File: config.mk
export PLATFORM = sky130hd
export DESIGN_NAME = frame_gray_writer
export DESIGN_NICKNAME = d
export VERILOG_FILES = /design/src/rtl/filter_pkg.sv /design/src/rtl/pixel_fifo.sv /design/src/rtl/frame_gray_writer.sv
export SDC_FILE = /design/constraint.sdc
export NUM_CORES = 1
export LEC_CHECK = 0
export CORE_MARGIN = 2
export CORE_UTILIZATION = 42
export DETAILED_ROUTE_END_ITERATION = 16
export HOLD_SLACK_MARGIN = 0.15
export PLACE_DENSITY = 0.73
export SETUP_SLACK_MARGIN = 0.02
export SLEW_MARGIN = 5
export SYNTH_ARGS = -nofsm -noshare
export SYNTH_HDL_FRONTEND = slang
export SYNTH_SLANG_ARGS = --single-unit
File: constraint.sdc
create_clock -name iClk -period 3.3 [get_ports iClk]
set_clock_uncertainty 0.05 [all_clocks]
set_input_delay 0.495 -clock iClk [delete_from_list [all_inputs] [get_ports iClk]]
set_output_delay 0.495 -clock iClk [all_outputs]
set_load 0.005 [all_outputs]
File: src/rtl/filter_pkg.sv
// Shared types and constants for the SRAM filter path (camera writer and filter controller).
package filter_pkg;
    localparam int WIDTH   = 640;
    localparam int HEIGHT  = 480;
    localparam int SRAM_AW = 21;
    localparam int SRAM_DW = 16;
    localparam int CNT_W   = 19;

    typedef logic [9:0] gray_t;

    typedef enum logic [2:0] {IDLE, ARMED, CAPTURE, DRAIN, DONE} writer_state_e;
    typedef enum logic [1:0] {WR_IDLE, WR_W0, WR_W1} wr_phase_e;

    // Weighted luma approximation (R + 2G + B) / 4; the 12-bit sum cannot overflow.
    function automatic gray_t rgb_to_gray(input logic [9:0] r, input logic [9:0] g,
                                          input logic [9:0] b);
        logic [11:0] sum;
        sum = {2'b00, r} + {1'b0, g, 1'b0} + {2'b00, b};
        return gray_t'(sum >> 2);
    endfunction
endpackage

File: src/rtl/pixel_fifo.sv
// Synchronous FIFO; a push while full is accepted only when a pop frees a slot in the same cycle.
module pixel_fifo #(
    parameter int DEPTH = 8,
    parameter int DW    = 10
) (
    input  logic          clk,
    input  logic          rst,
    input  logic          push,
    input  logic          pop,
    input  logic [DW-1:0] din,
    output logic [DW-1:0] dout,
    output logic          full,
    output logic          empty
);
    localparam int AW = $clog2(DEPTH);

    logic [DW-1:0] mem_q [DEPTH];
    logic [AW-1:0] rd_ptr_q, rd_ptr_d, wr_ptr_q, wr_ptr_d;
    logic [AW:0]   cnt_q, cnt_d;
    logic          do_push, do_pop;

    assign empty = (cnt_q == '0);
    assign full  = (cnt_q == (AW+1)'(DEPTH));
    assign dout  = mem_q[rd_ptr_q];

    always_comb begin
        do_pop   = pop && !empty;
        do_push  = push && (!full || do_pop);
        rd_ptr_d = rd_ptr_q + AW'(do_pop);
        wr_ptr_d = wr_ptr_q + AW'(do_push);
        cnt_d    = cnt_q + (AW+1)'(do_push) - (AW+1)'(do_pop);
    end

    always_ff @(posedge clk) begin
        if (rst) begin
            rd_ptr_q <= '0;
            wr_ptr_q <= '0;
            cnt_q    <= '0;
        end else begin
            rd_ptr_q <= rd_ptr_d;
            wr_ptr_q <= wr_ptr_d;
            cnt_q    <= cnt_d;
        end
    end

    always_ff @(posedge clk) begin
        if (do_push) mem_q[wr_ptr_q] <= din;
    end
endmodule

File: src/rtl/frame_gray_writer.sv
// Captures one camera frame as 10-bit gray and writes it to SRAM, two clocks per pixel.
// Optional min/max gray statistics: define FRAME_GRAY_WRITER_STATS_EN.
module frame_gray_writer #(
    parameter int          WIDTH      = filter_pkg::WIDTH,
    parameter int          HEIGHT     = filter_pkg::HEIGHT,
    parameter logic [20:0] BASE_ADDR  = '0,
    parameter int          FIFO_DEPTH = 8
) (
    input  logic                           iClk,
    input  logic                           iRst,
    input  logic                           iStart,
    input  logic                           iFrame_start,
    input  logic                           iValid,
    input  logic [9:0]                     iR,
    input  logic [9:0]                     iG,
    input  logic [9:0]                     iB,
    output logic [filter_pkg::SRAM_AW-1:0] oSram_addr,
    output logic [filter_pkg::SRAM_DW-1:0] oSram_dq,
    output logic                           oSram_dq_en,
    output logic                           oSram_ce_n,
    output logic                           oSram_oe_n,
    output logic                           oSram_we_n,
    output logic                           oSram_lb_n,
    output logic                           oSram_ub_n,
    output logic                           oBusy,
    output logic                           oDone,
    output logic                           oOverflow
`ifdef FRAME_GRAY_WRITER_STATS_EN
    ,
    output logic [9:0]                     oMin,
    output logic [9:0]                     oMax
`endif
);
    import filter_pkg::*;

    localparam logic [CNT_W-1:0] NPIX = CNT_W'(WIDTH * HEIGHT);

    writer_state_e       state_q, state_d;
    wr_phase_e           phase_q, phase_d;
    logic [CNT_W-1:0]    in_count_q, in_count_d, wr_count_q, wr_count_d;
    logic [SRAM_AW-1:0]  addr_q, addr_d;
    logic [SRAM_DW-1:0]  dq_q, dq_d;
    logic                dq_en_q, dq_en_d, we_n_q, we_n_d, oe_n_q, oe_n_d;
    logic                done_q, done_d, ovf_q, ovf_d;
    logic                arm, accept, wr_go, fifo_full, fifo_empty;
    gray_t               pix_gray, fifo_dout;

    assign pix_gray = rgb_to_gray(iR, iG, iB);
    assign arm      = iStart && (state_q == IDLE || state_q == DONE);
    // The pixel coinciding with the frame-start pulse is the first pixel of the frame.
    assign accept   = iValid && (in_count_q < NPIX) &&
                      ((state_q == ARMED && iFrame_start) || state_q == CAPTURE);
    assign wr_go    = (phase_q != WR_W0) && !fifo_empty;

    pixel_fifo #(.DEPTH(FIFO_DEPTH), .DW($bits(gray_t))) u_fifo (
        .clk  (iClk),
        .rst  (iRst),
        .push (accept),
        .pop  (wr_go),
        .din  (pix_gray),
        .dout (fifo_dout),
        .full (fifo_full),
        .empty(fifo_empty)
    );

    always_comb begin
        state_d    = state_q;
        phase_d    = phase_q;
        in_count_d = in_count_q;
        wr_count_d = wr_count_q;
        addr_d     = addr_q;
        dq_d       = dq_q;
        dq_en_d    = dq_en_q;
        we_n_d     = we_n_q;
        oe_n_d     = oe_n_q;
        ovf_d      = ovf_q;
        done_d     = 1'b0;

        // A dropped pixel still counts so the frame ends on schedule.
        if (accept) begin
            in_count_d = in_count_q + 19'd1;
            if (fifo_full && !wr_go) ovf_d = 1'b1;
        end

        if (phase_q == WR_W0) begin
            phase_d    = WR_W1;
            we_n_d     = 1'b1;
            wr_count_d = wr_count_q + 19'd1;
        end else if (wr_go) begin
            phase_d = WR_W0;
            addr_d  = BASE_ADDR + {2'b00, wr_count_q};
            dq_d    = {6'b0, fifo_dout};
            dq_en_d = 1'b1;
            we_n_d  = 1'b0;
            oe_n_d  = 1'b1;
        end else begin
            phase_d = WR_IDLE;
            dq_en_d = 1'b0;
            oe_n_d  = 1'b0;
        end

        case (state_q)
            IDLE, DONE: begin
                if (arm) begin
                    state_d    = ARMED;
                    in_count_d = '0;
                    wr_count_d = '0;
                    ovf_d      = 1'b0;
                end
            end
            ARMED: begin
                if (iFrame_start) state_d = (in_count_d == NPIX) ? DRAIN : CAPTURE;
            end
            CAPTURE: begin
                if (in_count_d == NPIX) state_d = DRAIN;
            end
            DRAIN: begin
                if (fifo_empty && phase_q == WR_IDLE) begin
                    state_d = DONE;
                    done_d  = 1'b1;
                end
            end
            default: state_d = IDLE;
        endcase
    end

    always_ff @(posedge iClk) begin
        if (iRst) begin
            state_q    <= IDLE;
            phase_q    <= WR_IDLE;
            in_count_q <= '0;
            wr_count_q <= '0;
            addr_q     <= '0;
            dq_q       <= '0;
            dq_en_q    <= 1'b0;
            we_n_q     <= 1'b1;
            oe_n_q     <= 1'b0;
            done_q     <= 1'b0;
            ovf_q      <= 1'b0;
        end else begin
            state_q    <= state_d;
            phase_q    <= phase_d;
            in_count_q <= in_count_d;
            wr_count_q <= wr_count_d;
            addr_q     <= addr_d;
            dq_q       <= dq_d;
            dq_en_q    <= dq_en_d;
            we_n_q     <= we_n_d;
            oe_n_q     <= oe_n_d;
            done_q     <= done_d;
            ovf_q      <= ovf_d;
        end
    end

`ifdef FRAME_GRAY_WRITER_STATS_EN
    gray_t min_q, min_d, max_q, max_d;

    always_comb begin
        min_d = min_q;
        max_d = max_q;
        if (arm) begin
            min_d = '1;
            max_d = '0;
        end else if (wr_go) begin
            if (fifo_dout < min_q) min_d = fifo_dout;
            if (fifo_dout > max_q) max_d = fifo_dout;
        end
    end

    always_ff @(posedge iClk) begin
        if (iRst) begin
            min_q <= '1;
            max_q <= '0;
        end else begin
            min_q <= min_d;
            max_q <= max_d;
        end
    end

    assign oMin = min_q;
    assign oMax = max_q;
`endif

    assign oSram_addr  = addr_q;
    assign oSram_dq    = dq_q;
    assign oSram_dq_en = dq_en_q;
    assign oSram_we_n  = we_n_q;
    assign oSram_oe_n  = oe_n_q;
    assign oSram_ce_n  = 1'b0;
    assign oSram_lb_n  = 1'b0;
    assign oSram_ub_n  = 1'b0;
    assign oBusy       = (state_q == ARMED) || (state_q == CAPTURE) || (state_q == DRAIN);
    assign oDone       = done_q;
    assign oOverflow   = ovf_q;
endmodule
==> impl_results.md, run 1 <==
- Cts bufs inserted: 17
- Min-delay src: oSram_addr[3]$_SDFFE_PP0P_
- TritonCTS clock tree: yes
- Synth Register Bits: 166
- Async set-or-reset flop fraction in the synthesized netlist: 0
- Slew headroom: 0.3142
- Max cap viols: 0
- Clk Latency, worst-skew pair: 0.43 ns
- Hold Crit Class: reg2reg
- Max layer used: met4
- Cell Chain, Critical Path: clkdlybuf4s50_1 > fa_1 > ha_1 > a41oi_1 > o21ai_0 > a21oi_1 > nor2b_1 > o21a_1 > o41a_1 > xor2_2
- Final worst path period share: 0.9288
- Finished Core Util: 0.5268
- Die Y: 136.9 um
- CP Launch Type: input pin
- Final slew viol count: 0
- Critical Path AT: 3.23 ns
- # DRC: 0
- Min Clock Period, post-route: 3.065 ns
- ANT cells: 0
- Dominant cell type by area after synthesis: edfxtp_1
- R2R depth: 8
- Placed Area: 8426 um^2
- Ys flop type: dfxtp_1
- First-pass GRT wire length: between 20000 and 25000 um
- Routed wire length: 13590 um
- VDD IR max: slightly below 0.4 mV
- Commonest cells post-synth: dfxtp_1 (86), edfxtp_1 (80), nor2_1 (76)
- Crit Path Category: in2reg
- Clk buf depth: 2
- Fin. Hold Viols: 0
- WL met2: 6366 um
- Starting Density: 0.4289
- Die ar.: 18740 um^2
- Max FO, Critical Path: 8
- Largest cells by area after synthesis: edfxtp_1 (32%), dfxtp_1 (23%), mux4_2 (6.1%)
- Nets: just under 800
- Layout cells sized above 1: 0.1165
- F_max: 326.3 MHz
- Core box area: 17300 um^2
- WL/cell: 14.11 um
- Mapped Area: 7418 um^2
- Static Leak: 3.201 nW
- Family with the most delay on the worst path: compound AO/OA/AOI/OAI gates
- Clock sinks: ~170
- Top-count cell post-synth: dfxtp_1
- # IOs: 81
- CP Buf/Inv Count: 1
- First-iteration detailed-routing DRC count: 238
- WHS Path Cells: 2
- Final ANT Viol Nets: 0
- Port Buf Inserts: 69
- Clock Pin Slew Worst Setup and Hold Paths: approximately 0.070 ns
- RSZ-0062 raised after global routing: yes
- H-tree depth: 4
- R2r startpoint: in_count_q[13]$_SDFF_PP0_
- WL met1: about 6400 um
- CP Capture Type: flop
- Avg Vias per Cell: approximately 5.0
- Setup TNS: 0 ns
- Drt pass-1 iters: 6
- Worst r2r dst: u_fifo.cnt_q[2]$_SDFF_PP0_
- Gate Count Post-Synth: about 640
- Top-area cell type share of the netlist area: 0.3238
- Slowest CP cell: fa_1
- DIE WIDTH: ~140 um
- Final Cell Area: approximately 9000 um^2
- Seq/Total Area, Yosys: 0.5559
- Slew @ Worst Pin: 1.027 ns
- DP HPWL: 9023 um
- Non-filler cells, final: 963
- CTS Root Cell: clkbuf_16
- Via count: 4804
- Placed cell count: 931
- CP max stage delay: 0.51 ns
- Largest net degree at the start of global routing: 46
- FF-to-FF setup slack: 0.68 ns
- Status: finished clean
- Routed length on met3: 574 um
- # setup viols final: 0
- GRT Overall Usage: 0.1564
- Mapped Avg Cell Area: 11.63 um^2
- Grt total ovfl: 0
- Yosys cell types: 52
- Initial antenna violation count: 0
- Pwr dens: 673.6 nW/um^2
- Critical Path RT: between 3 and 4 ns
- Count of flip-flops with a built-in enable after synthesis: 80
- Num rows: 48
- Layout area overhead: 22.82%
- WP depth: 10
- Hold Path End: oSram_addr[3]$_SDFFE_PP0P_
- Routability congestion estimate: 0.7925
- Yosys warning total: 0
- Vias in the first global route: 4628
[metal layers]
metal  global-route usage  vias up
li1                     -     2420
met1               0.2046     2261
met2               0.2542      110
met3              0.03630       13
met4              0.05842        0
met5                    0        -
[power breakdown]
| part | total, mW | leakage, nW | switching, mW | internal (mW) |
|---|---|---|---|---|
| clock network | 2.14 | 0.317 | 0.898 | 1.24 |
| registers | 2.52 | 1.42 | 0.125 | 2.40 |
| logic | 1.47 | 1.47 | 0.755 | 0.716 |
| total | 6.14 | 3.20 | 1.78 | 4.36 |
[registers in the layout, summed over array words and instances (netlist names)]
name             flops
oDone                1
state_q              3
u_fifo.cnt_q         4
wr_count_q          19
oSram_addr          19
phase_q              2
oSram_oe_n           1
oSram_dq            10
u_fifo.rd_ptr_q      3
oSram_we_n           1
u_fifo.wr_ptr_q      3
u_fifo.mem_q        80
oOverflow            1
in_count_q          19
[worst register-to-register path, cell delays in order, from the launching register on]
cell and delay, ns:
dfxtp_1 0.35, a2111oi_0 0.46, o221a_2 0.55, o21a_1 0.28, ha_1 0.19, inv_1 0.05
fa_1 0.37, xor2_1 0.15, nor2_1 0.05
[area by class of cell]
| class | instances | area [um^2] |
|---|---|---|
| Timing Repair Buffer | 95 | 885.9 |
| Tap cell | 225 | 281.5 |
| Multi-Input combinational cell | 426 | 3097 |
| Clock inverter | 15 | 226.5 |
| Clock buffer | 17 | 425.4 |
| Inverter | 19 | 71.32 |
| Sequential cell | 166 | 4124 |
| Fill cell | 1520 | 8185 |
[cell families after synthesis]
group                      synth area share
and+or+nand+nor                      0.1393
buffers and inverters               0.03626
xor gates and xnor gates            0.06021
muxes                               0.07691
DFF                                  0.5559
AOI/OAI and AO/OA                   0.06578
other                             0.0005055
adders and majority gates           0.06510
[timing repair]
item,CTS,global route
buffers inserted,0,0
gates resized for setup,1,3
hold buffers,0,0
setup endpoints to repair,8,24
[cells in the final DEF (no fill, tap or decap), types with 12 or more instances in the layout]
cell type and count:
dfxtp_1 86, edfxtp_1 80, nor2_1 76, nand2_1 69, clkdlybuf4s50_1 69, a21oi_1 28
xor2_1 27, buf_4 26, xnor2_1 21, ha_1 21, mux4_2 20, nand3_1 19
inv_1 19, clkbuf_16 17, nor3_1 12, and3_1 12, mux2i_1 12, nor2b_1 12
[per-stage QoR]
| step | hold WS, ns | worst slack, ns | power [mW] |
|---|---|---|---|
| 2_1_floorplan | 0.3936 | 0.2541 | 3.539 |
| 3_3_place_gp | 0.3935 | -0.3387 | 4.005 |
| 3_5_place_dp | 0.3992 | -0.4191 | 4.036 |
| 4_1_cts | 0.4083 | 0.1055 | 6.194 |
| 5_1_grt | 0.4325 | 0.01765 | 6.471 |
| 6_report | 0.4038 | 0.2349 | 6.138 |
[worst max-delay path by stage]
stage,from,to,slack (ns)
2_1_floorplan,iR[2],u_fifo.mem_q[0][9]$_DFFE_PP_,0.25
3_5_place_dp,iR[2],u_fifo.mem_q[2][7]$_DFFE_PP_,-0.42
3_3_place_gp,iR[2],u_fifo.mem_q[0][7]$_DFFE_PP_,-0.34
5_1_grt,iR[2],u_fifo.mem_q[2][9]$_DFFE_PP_,0.02
4_1_cts,iR[2],u_fifo.mem_q[4][8]$_DFFE_PP_,0.11
6_report,iR[2],u_fifo.mem_q[5][8]$_DFFE_PP_,0.23
(Power assumes the default switching activity.)
==> run 2, diff against run 1 <==
Settings changed: CORE_UTILIZATION 42 to 48, PLACE_DENSITY 0.73 to 0.81.
==> run 2 against run 1 <==
  * Register-to-register slack improved by 0.02 ns
  * Sequential share of layout area is 0.75 points higher
  * First-iteration DRC count increased by 61%
  * Worst hold slack improved by 0.0049 ns
  * Global-route usage is 2.4 points higher
  * Clock power shrank 14%
  * Non-clock buffer count decreased by 2
  * Wire length grew 3.1%
  * Critical endpoint is now u_fifo.mem_q[4][8]$_DFFE_PP_
  * Largest power group unchanged
  * Highest routed layer unchanged
==> impl_results.md, run 2 (synthesis gave the netlist of run 1 again) <==
- Final slew viol count: 0
- Static Leak: 3.159 nW
- WL/cell: around 15 um
- Grt total ovfl: 0
- Non-filler cells, final: 924
- Setup TNS: 0 ns
- Layout area overhead: 20.83%
- Int Pwr: 4.119 mW
- Critical Path AT: roughly 3.2 ns
- Num rows: 45
- F_max: about 330 MHz
- Routed wire length: 14010 um
- Starting Density: 0.4898
- Crit Path Category: in2reg
- Largest register FFs: 80
- Pwr dens: between 600 and 700 nW/um^2
- Max FO, Critical Path: 8
- FF+latch area: 4124 um^2
- First-pass GRT wire length: 23220 um
- Cell Chain, Critical Path: clkdlybuf4s50_1 > fa_1 > ha_1 > a41oi_1 > o21ai_0 > a21oi_1 > nor2b_1 > o21a_1 > o41a_1 > xor2_2
- Slowest CP cell: fa_1
- Final ANT Viol Nets: 0
- Layout filler cell count: 1167
- Routability congestion estimate: 0.8420
- Hold Crit Class: reg2reg
- TritonCTS clock tree: yes
- Layout cells sized above 1: 0.1141
- Nets: just under 800
- Clock share of power: 0.313
- Initial antenna violation count: 0
- Multi-input logic area: 3097 um^2
- Commonest non-fill, non-tap cells in the layout: dfxtp_1 (86), edfxtp_1 (80), nor2_1 (76)
- WHS Path Cells: 2
- DIE WIDTH: 128.3 um
- Worst r2r dst: u_fifo.cnt_q[2]$_SDFF_PP0_
- Clk buf depth: 2
- Die Y: 128.3 um
- Switching Fraction: 0.2985
- Clock sinks: between 150 and 200
- H-tree depth: 4
- CP Launch Type: input pin
- Max cap viols: 0
- Total Power: 5.872 mW
- # setup viols final: 0
- CP max stage delay: 0.52 ns
- Placed cell count: 892
- First-iteration detailed-routing DRC count: 382
- Critical Path RT: ~3.5 ns
- Reg power frac: 0.432
- # IOs: 81
- Port Buf Inserts: 69
- CTS Root Cell: clkbuf_16
- Cts bufs inserted: 17
- Slew @ Worst Pin: 1.050 ns
- Status: finished clean
- Slew headroom: 0.2994
- Min-delay src: oSram_addr[5]$_SDFFE_PP0P_
- Clk Latency, worst-skew pair: around 0.43 ns
- Commonest non-fill, non-tap cell in the layout: dfxtp_1
- Largest Register: u_fifo.mem_q
- CP Capture Type: flop
- Drt pass-1 iters: 5
- ANT cells: 0
- Core box area: ~15000 um^2
- R2R depth: 8
- Min Clock Period, post-route: 3.058 ns
- VDD IR max: 0.4075 mV
- Switch Pwr: 1.753 mW
- Gate power share: 0.255
- Clock Pin Slew Worst Setup and Hold Paths: 0.06 ns
- # DRC: 0
- Final worst path period share: 0.9265
- RSZ-0062 raised after global routing: no
- R2r startpoint: in_count_q[13]$_SDFF_PP0_
- Vias in the first global route: 4834
- Avg Vias per Cell: ~5.4
- Largest net degree at the start of global routing: 46
- Hold Path End: oSram_addr[5]$_SDFFE_PP0P_
- Die ar.: around 16000 um^2
- DP HPWL: 9477 um
- Fin. Hold Viols: 0
- GRT Overall Usage: 0.1802
- Via count: 4986
- FF-to-FF setup slack: 0.70 ns
- Cts hold-fix bufs: 0
[run 2: timing repair]
item                                    in CTS  in global routing
buffers inserted                             0                  0
gates resized for setup                      1                  4
hold endpoints to repair                     0                  0
endpoints found under the setup margin       8                 32
[run 2: area by class of cell]
class,count,share of cell area
multi-input combinational,426,0.3455
tap,188,0.02624
clock inverter,14,0.01270
timing repair buffer,93,0.09855
clock buffer,18,0.04899
inverter,19,0.007956
sequential,166,0.4601
[run 2: layer usage]
layer	vias up	share of wire	global-route usage
met5	-	0	0
met4	0	0.016	0.06076
met3	20	0.052	0.04341
met2	154	0.49	0.2947
met1	2414	0.45	0.2372
li1	2398	-	-
[run 2: worst max-delay path by stage]
stage               start                           end  depth (start not counted)
global route        iR[2]  u_fifo.mem_q[3][9]$_DFFE_PP_                         12
detailed placement  iR[2]  u_fifo.mem_q[6][7]$_DFFE_PP_                         11
floorplan           iR[2]  u_fifo.mem_q[0][9]$_DFFE_PP_                         10
CTS                 iR[2]  u_fifo.mem_q[4][5]$_DFFE_PP_                         11
global placement    iR[2]  u_fifo.mem_q[0][7]$_DFFE_PP_                         11
finish              iR[2]  u_fifo.mem_q[4][8]$_DFFE_PP_                         10
[run 2: critical path, delay by kind of cell]
family / cells / cell delay (ns)
compound gates: 5 / 1.12
xor+xnor: 1 / 0.28
fa+ha+maj: 2 / 0.84
buf+inv: 1 / 0.43
simple gates: 1 / 0.07
[run 2: power groups by stage]
| stage | Sequential (mW) | Clock [mW] | Combinational, mW |
|---|---|---|---|
| 2_1_floorplan | 2.51 | 0 | 1.03 |
| 3_3_place_gp | 2.57 | 0 | 1.39 |
| 3_5_place_dp | 2.58 | 0 | 1.47 |
| 4_1_cts | 2.54 | 1.87 | 1.50 |
| 5_1_grt | 2.55 | 1.96 | 1.70 |
| 6_report | 2.54 | 1.84 | 1.50 |
[run 2: per-stage QoR]
step	util	area [um^2]	worst slack (ns)	hold WS [ns]
2_1_floorplan	-	7456	0.2541	0.3936
3_3_place_gp	0.5531	8377	-0.2413	0.3949
3_5_place_dp	0.5531	8377	-0.4518	0.3985
4_1_cts	0.5901	8937	0.05484	0.4072
5_1_grt	0.5918	8964	0.05662	0.4361
6_report	0.5918	8964	0.2424	0.4087
